==> config.mk <==
export PLATFORM = sky130hd
export DESIGN_NAME = instr_loader
export DESIGN_NICKNAME = d
export VERILOG_FILES = /design/src/rtl/instr_loader.sv
export SDC_FILE = /design/constraint.sdc
export NUM_CORES = 1
export LEC_CHECK = 0
export BUFFER_PORTS_ARGS = -buffer_cell sky130_fd_sc_hd__buf_2
export CAP_MARGIN = 0
export CELL_PAD_IN_SITES_DETAIL_PLACEMENT = 0
export CELL_PAD_IN_SITES_GLOBAL_PLACEMENT = 1
export CORE_ASPECT_RATIO = 0.7
export CORE_MARGIN = 3
export CORE_UTILIZATION = 40
export CTS_CLUSTER_SIZE = 30
export DETAILED_ROUTE_END_ITERATION = 12
export PLACE_DENSITY = 0.72
export SLEW_MARGIN = 20
export SYNTH_ARGS = -nofsm -noshare
export SYNTH_HDL_FRONTEND = slang
export SYNTH_SLANG_ARGS = --single-unit
==> constraint.sdc <==
create_clock -name clk -period 5.2 [get_ports clk]
set_clock_uncertainty 0.05 [all_clocks]
set_input_delay 0.52 -clock clk [delete_from_list [all_inputs] [get_ports clk]]
set_output_delay 0.52 -clock clk [all_outputs]
set_load 0.02 [all_outputs]
==> src/rtl/instr_loader.sv <==
// rtl/instr_loader.sv - framed byte-stream loader for the instruction RAM write port.
// Optional trailing checksum byte is enabled with `define LOADER_CHECKSUM_EN.
module instr_loader #(
  parameter int MEM_WORDS = 201
) (
  input  logic        clk,
  input  logic        rst_n,
  input  logic        load_start,
  input  logic        byte_valid,
  input  logic [7:0]  byte_data,
  output logic        byte_ready,
  output logic        wr_en,
  output logic [31:0] wr_addr,
  output logic [31:0] wr_data,
  output logic        cpu_hold,
  output logic        busy,
  output logic        done,
  output logic        err
);

  localparam int IDX_W = $clog2(MEM_WORDS + 1);

  typedef enum logic [2:0] {
    S_IDLE,
    S_HDR_LO,
    S_HDR_HI,
    S_DATA,
`ifdef LOADER_CHECKSUM_EN
    S_CSUM,
`endif
    S_FINISH,
    S_ERROR
  } state_t;

  // State entered once the header or payload is exhausted.
`ifdef LOADER_CHECKSUM_EN
  localparam state_t S_TAIL = S_CSUM;
`else
  localparam state_t S_TAIL = S_FINISH;
`endif

  state_t           state;
  state_t           state_nx;
  logic [7:0]       hdr_lo;
  logic [15:0]      n_words;
  logic [IDX_W-1:0] word_idx;
  logic [1:0]       byte_cnt;
  logic [23:0]      asm_buf;
  logic             accept;
  logic [15:0]      hdr_n;
  logic             last_word;
`ifdef LOADER_CHECKSUM_EN
  logic [7:0]       csum;
`endif

  always_comb begin
    byte_ready = 1'b0;
    case (state)
      S_HDR_LO, S_HDR_HI, S_DATA: byte_ready = 1'b1;
`ifdef LOADER_CHECKSUM_EN
      S_CSUM:                     byte_ready = 1'b1;
`endif
      default:                    byte_ready = 1'b0;
    endcase
  end

  // A handshake coinciding with load_start belongs to the aborted frame.
  assign accept    = byte_valid && byte_ready && !load_start;
  assign hdr_n     = {byte_data, hdr_lo};
  assign last_word = (({{(16-IDX_W){1'b0}}, word_idx} + 16'd1) == n_words);
  assign busy      = (state != S_IDLE) && (state != S_ERROR);
  assign err       = (state == S_ERROR);

  always_ff @(posedge clk or negedge rst_n) begin
    if (!rst_n) begin
      state <= S_IDLE;
    end else begin
      state <= state_nx;
    end
  end

  always_comb begin
    state_nx = state;
    case (state)
      S_IDLE: begin
        if (load_start) state_nx = S_HDR_LO;
      end
      S_HDR_LO: begin
        if (accept) state_nx = S_HDR_HI;
      end
      S_HDR_HI: begin
        if (accept) begin
          if (hdr_n == 16'd0)                 state_nx = S_TAIL;
          else if (hdr_n > 16'(MEM_WORDS))    state_nx = S_ERROR;
          else                                state_nx = S_DATA;
        end
      end
      S_DATA: begin
        if (accept && (byte_cnt == 2'd3) && last_word) state_nx = S_TAIL;
      end
`ifdef LOADER_CHECKSUM_EN
      S_CSUM: begin
        if (accept) state_nx = (byte_data == csum) ? S_FINISH : S_ERROR;
      end
`endif
      S_FINISH: state_nx = S_IDLE;
      S_ERROR:  state_nx = S_ERROR;
      default:  state_nx = S_IDLE;
    endcase
    if (load_start) state_nx = S_HDR_LO;
  end

  always_ff @(posedge clk or negedge rst_n) begin
    if (!rst_n) begin
      wr_en    <= 1'b0;
      wr_addr  <= 32'd0;
      wr_data  <= 32'd0;
      cpu_hold <= 1'b0;
      done     <= 1'b0;
      hdr_lo   <= 8'd0;
      n_words  <= 16'd0;
      word_idx <= '0;
      byte_cnt <= 2'd0;
      asm_buf  <= 24'd0;
`ifdef LOADER_CHECKSUM_EN
      csum     <= 8'd0;
`endif
    end else begin
      wr_en <= 1'b0;
      done  <= (state == S_FINISH) && !load_start;
      // Hold is released on the edge where the done pulse ends.
      if (load_start)  cpu_hold <= 1'b1;
      else if (done)   cpu_hold <= 1'b0;

      if (load_start) begin
        word_idx <= '0;
        byte_cnt <= 2'd0;
`ifdef LOADER_CHECKSUM_EN
        csum     <= 8'd0;
`endif
      end else if (accept) begin
`ifdef LOADER_CHECKSUM_EN
        csum <= csum + byte_data;
`endif
        case (state)
          S_HDR_LO: hdr_lo  <= byte_data;
          S_HDR_HI: n_words <= hdr_n;
          S_DATA: begin
            byte_cnt <= byte_cnt + 2'd1;
            if (byte_cnt == 2'd3) begin
              wr_en    <= 1'b1;
              wr_addr  <= {{(30-IDX_W){1'b0}}, word_idx, 2'b00};
              wr_data  <= {byte_data, asm_buf};
              word_idx <= word_idx + 1'b1;
            end else begin
              asm_buf[{byte_cnt, 3'b000} +: 8] <= byte_data;
            end
          end
          default: ;
        endcase
      end
    end
  end

endmodule

==> results of run 1 <==
## synth_stat cells, types with 3 or more instances
cell / number / area share, %
xnor2_1: 7 / 1.3
ha_1: 6 / 1.5
a21oi_1: 6 / 0.61
mux2_2: 64 / 15
o21ai_0: 32 / 3.3
nand2b_1: 4 / 0.51
nor2b_1: 5 / 0.64
nand4_1: 5 / 0.64
nor4_1: 3 / 0.38
buf_2: 3 / 0.31
buf_4: 30 / 4.6
nand3_1: 4 / 0.41
nor2_1: 13 / 1.0
buf_6: 5 / 1.2
nor3_1: 5 / 0.51
inv_1: 3 / 0.23
xor2_1: 6 / 1.1
a211oi_1: 3 / 0.46
nand2_1: 56 / 4.3
or3_1: 3 / 0.38
nor3b_1: 4 / 0.61
clkbuf_1: 7 / 0.54
dfrtp_1: 104 / 53
## metrics by stage
stage | cells | worst slack [ns] | utilization [%]
after detailed placement | 611 | 2.57 | 43.7
after global placement | 611 | 2.63 | 43.6
after global routing | 627 | 2.37 | 46.4
after CTS | 627 | 2.55 | 46.4
final | 627 | 2.58 | 46.4
after floorplan | 441 | 3.27 | -
## worst max-delay path, stage by stage (launching register included)
cell and delay, ns:
dfrtp_1 0.52, and3b_1 0.57, nand3_4 0.25, nor2_4 0.24, buf_4 0.47, mux2_2 0.39
## layout make-up
type	instances	area (um^2)	share of cell area, %
clock buffer	9	225	4.11
clock inverter	7	101	1.85
inverter	3	11.3	0.205
multi-input combinational	288	2040	37.3
sequential	104	2600	47.5
tap	157	196	3.58
timing repair buffer	59	303	5.52
## sequential cells by signal (all words and copies together), names as in the netlist
signal	count
n_words	16
cpu_hold	1
wr_en	1
hdr_lo	8
state	3
wr_data	32
asm_buf	24
byte_cnt	2
wr_addr	8
done	1
word_idx	8
## path summary, 6_finish.rpt
check / end / slack [ns] / cells after the start
min reg2reg: asm_buf[20]$_DFFE_PN0P_ / 0.43 / 2
min in group clk: asm_buf[20]$_DFFE_PN0P_ / 0.43 / 2
min: wr_addr[9]$_DFFE_PN0P_ / 0.13 / 1
max reg2reg: wr_data[17]$_DFFE_PN0P_ / 2.58 / 5
max: wr_data[17]$_DFFE_PN0P_ / 2.58 / 5
max in group asynchronous: asm_buf[8]$_DFFE_PN0P_ / 3.84 / 2
## routing by layer
layer / track usage, % / vias to the layer above / routed length [um]
met5: 0 / - / 0
met4: 4.94 / 0 / 97
met3: 3.59 / 7 / 472
met2: 21.6 / 70 / 4330
met1: 23.7 / 1590 / 5170
li1: - / 1508 / -
## power by group through the flow
stage          Sequential, mW  Combinational (mW)  Clock (mW)
2_1_floorplan            1.00               0.380           0
3_3_place_gp             1.05               0.429           0
3_5_place_dp             1.05               0.440           0
4_1_cts                  1.04               0.442       0.751
5_1_grt                  1.06               0.489       0.788
6_report                 1.04               0.438       0.733
## logic make-up after synthesis
| kind of cell | after synthesis | synth area share (%) |
|---|---|---|
| AOI/OAI and AO/OA | 56 | 7.04 |
| xor gates and xnor gates | 13 | 2.33 |
| and+or+nand+nor | 123 | 13.7 |
| adders and majority gates | 7 | 1.74 |
| muxes | 65 | 15.0 |
| other | 1 | 0.0767 |
| buffers and inverters | 49 | 6.91 |
| DFF | 104 | 53.3 |
==> impl_metrics.ini, run 1 <==
[run_status]
status = completed

[pwr]
peakVddDrop_uv = 209
swShare_pct = 29.9
p_sw_mw = 0.662
internal_power_mw = 1.55
p_comb_share_pct = 19.8
seq_power_share_pct = 47.0
power.leakage_nw = 2.65
clkPwrFrac_pct = 33.2
p_total_mw = 2.21
powerDensity_nw_per_um2 = 403

[floorplanning]
rows = 33
initial_utilization_pct = 41.4
die_y_um = 98.5
die-area_um2 = 13600
placeableCoreArea_um2 = 11800
pin_count = 82
die-width_um = 138

[synthesis]
postSynthCellCount = 418
yosys_warnings = 0
synth_ff_type = dfrtp_1
synth_edf_count = 0
netlist_area_um2 = 4890
async_flop_share_pct = 100
yosys.cell_types.count = 56
synth.avg_cell_area_um2 = 11.7
ys_seq_area_share_pct = 53.3
ys_ff_latch = 104

[final_layout]
final_cell_mix = 104 x dfrtp_1, 64 x mux2_2, 56 x nand2_1, 56 x buf_2, 32 x o21ai_0
diodes = 0
fill_cells = 1130
stdcell_area_um2 = 5480
drive_gt1_share_pct = 31.7
area_growth_pct = 12.2
nNetsFinal = 483
final_common_cell = dfrtp_1

[timing]
setup_viol = 0
finalCritPeriodShare_pct = 50.4
hold_violations = 0
rsz0062_at_grt = no
clock.fmax_mhz = 382
fin_crit_ns = 2.62
finalMaxSlewViolations = 0
worst_pin_slew_ns = 1.03
slew_headroom_pct = 31.0
whs_ns = 0.132
tns_ns = 0

[clock_network]
post_cts_buffers = 0
cts_sinks = 104
cts_resized = 0
clk_pin_slew_ns = 0.07
cts_hold_buffers = 0
htree_levels = 3
insertion_delay_ns = 0.34
cts_max_path_buffers = 2
cts_tree = built
numCtsBuffers = 9
cts-root-buf = clkbuf_16

[global_routing]
grt_util_all_layers_pct = 15.4
grt_overflow = 0
antenna_found_initial = 0
grt_pass1_wl_um = 16800
grt_pass1_vias = 3048
grt_start_max_net_pins = 58

[setup_path]
path_class = reg -> reg
crit_arrival_ns = 2.80
cp.required_ns = 5.38
crit_path_max_fanout = 35
rr_startpoint = state[2]$_DFFE_PN0P_
crit_path_end_kind = register
cp-start-kind = register
crit_path_start = state[2]$_DFFE_PN0P_

[placement]
io_buffers = 57
dp.final_hpwl_um = 7050
placed_area_um2 = 5160
place.gp.congestion = 0.794

[worst_hold_path]
hold_class = in -> async

[route]
ant_nets = 0
dr.pass1.iters = 4
drc = 0
drt-wirelength-per-cell_um = 16.1
drt_wl_total_um = 10100
dr_total_vias = 3175
drt-initial-drc-count = 220
via_per_inst = 5.06

[flow_run]
drv_cap = 0
Power figures use the tool's default switching activity.
==> inputs of run 2 (changes only) <==
--- a/config.mk
+++ b/config.mk
@@ -14,7 +14,7 @@
 export CORE_UTILIZATION = 40
 export CTS_CLUSTER_SIZE = 30
 export DETAILED_ROUTE_END_ITERATION = 12
-export PLACE_DENSITY = 0.72
+export PLACE_DENSITY = 0.75
 export SLEW_MARGIN = 20
 export SYNTH_ARGS = -nofsm -noshare
 export SYNTH_HDL_FRONTEND = slang
==> constraint.sdc (replaced) <==
create_clock -name clk -period 2.3 [get_ports clk]
set_clock_uncertainty 0.05 [all_clocks]
set_input_delay 0.23 -clock clk [delete_from_list [all_inputs] [get_ports clk]]
set_output_delay 0.23 -clock clk [all_outputs]
set_load 0.02 [all_outputs]
==> run 2 against run 1 <==
Compared with the run above:
- worst setup slack got worse by 2.4 ns
- sequential share of layout area decreased by 1.3 points
- critical path depth up 1
- first-iteration DRC count fell by 7.3%
- fmax up 25%
- wire length up 3.8%
- non-clock buffer count increased by 17
- sequential cell count did not move
- largest cell class unchanged
- largest power group unchanged
==> impl_metrics.ini, run 2 (synthesis results as in run 1) <==
[clock_network]
cts_max_path_buffers = 2
insertion_delay_ns = 0.34
htree_levels = 3
cts-root-buf = clkbuf_16
post_cts_buffers = 0
numCtsBuffers = 9
cts_tree = built
cts_hold_buffers = 1
cts_sinks = 104
cts_resized = 0
clk_pin_slew_ns = 0.07

[final_layout]
layoutNonFillerInstCount = 644
final-seq-area_um2 = 2600
fill_cells = 1117
largest_reg_flops = 32
regMostFlops = wr_data
final_common_cell = dfrtp_1
drive_gt1_share_pct = 33.5
nNetsFinal = 500
final_cell_mix = 104 x dfrtp_1, 64 x mux2_2, 56 x nand2_1, 56 x buf_2, 32 x o21ai_0
multi_input_area_um2 = 2040
area_growth_pct = 15.3
top_regs = wr_data x32, asm_buf x24, n_words x16
diodes = 0

[setup_path]
cp.required_ns = 2.45
crit_arrival_ns = 2.25
rr_startpoint = word_idx[0]$_DFFE_PN0P_
r2r_cells = 6
crit_path_start = word_idx[0]$_DFFE_PN0P_
crit_path_max_fanout = 7
cp-start-kind = register
crit_path_end_kind = register
path_class = reg -> reg

[global_routing]
grt_util_all_layers_pct = 15.9
antenna_found_initial = 0
grt_overflow = 0
grt_pass1_wl_um = 17300
grt_start_max_net_pins = 41
grt_pass1_vias = 3158

[floorplanning]
initial_utilization_pct = 41.4
die-width_um = 138
die-area_um2 = 13600
pin_count = 82
placeableCoreArea_um2 = 11800
die_y_um = 98.5
rows = 33

[pwr]
peakVddDrop_uv = 406
powerDensity_nw_per_um2 = 902
p_total_mw = 5.08
seq_power_share_pct = 46.2
swShare_pct = 29.6
p_comb_share_pct = 20.8
internal_power_mw = 3.58
p_sw_mw = 1.50
power.leakage_nw = 2.75
clkPwrFrac_pct = 32.9

[timing]
tns_ns = 0
fin_crit_ns = 2.09
finalMaxSlewViolations = 0
hold_violations = 0
whs_ns = 0.173
rsz0062_at_grt = no
setup_viol = 0
slew_headroom_pct = 63.0
clock.fmax_mhz = 477
worst_pin_slew_ns = 0.554
setup_ws_ns = 0.205
finalCritPeriodShare_pct = 91.1

[placement]
dp_cells = 627
dp_slack_ns = 0.262
place.gp.congestion = 0.823
io_buffers = 57
dp.final_hpwl_um = 7460

[worst_hold_path]
holdPathStages = 3
hp-start = byte_data[2]
hold_class = in -> reg

[run_status]
status = completed

[route]
drt-initial-drc-count = 204
drt_wl_total_um = 10500
dr_total_vias = 3220
drt-wirelength-per-cell_um = 16.2
dr.pass1.iters = 4
ant_nets = 0
via_per_inst = 5.00
drc = 0

[flow_run]
drv_cap = 0
[run 2: cell type report]
cell class | count | share of cell area [%]
Sequential cell | 104 | 46.2
Inverter | 3 | 0.200
Timing Repair Buffer | 76 | 8.13
Tap cell | 157 | 3.49
Multi-Input combinational cell | 288 | 36.2
Clock buffer | 11 | 4.31
Clock inverter | 5 | 1.53
[run 2: through the flow]
stage | util, % | cell area (um^2)
2_1_floorplan | - | 4970
5_1_grt | 47.7 | 5640
3_5_place_dp | 44.9 | 5300
3_3_place_gp | 44.9 | 5300
6_report | 47.7 | 5640
4_1_cts | 47.7 | 5640
[run 2: worst paths after layout]
path / to / slack, ns
max: state[0]$_DFFE_PN0P_ / 0.21
min: asm_buf[10]$_DFFE_PN0P_ / 0.17
max reg2reg: state[0]$_DFFE_PN0P_ / 0.21
min reg2reg: asm_buf[11]$_DFFE_PN0P_ / 0.42
max in group asynchronous: state[2]$_DFFE_PN0P_ / 1.09
min in group asynchronous: hdr_lo[6]$_DFFE_PN0P_ / 0.37
[run 2: power by group through the flow]
stage               Clock [mW]  Sequential, mW  Combinational [mW]
finish                    1.67            2.35                1.06
global route              1.81            2.39                1.18
CTS                       1.72            2.35                1.07
detailed placement           0            2.38                1.06
global placement             0            2.37                1.03
floorplan                    0            2.27               0.860
[run 2: worst max-delay path, stage by stage (launching register included)]
cell	delay, ns
dfrtp_1	0.47
ha_1	0.30
nand3_2	0.17
o21ai_0	0.20
o31ai_1	0.10
o41ai_1	0.51
a31oi_1	0.16
[run 2: routing by layer]
metal | routed length (um) | up-vias | global-route usage (%)
met5 | 0 | - | 0
met4 | 100 | 0 | 4.33
met3 | 350 | 6 | 3.98
met2 | 4570 | 69 | 23.0
met1 | 5440 | 1604 | 23.9
li1 | - | 1541 | -
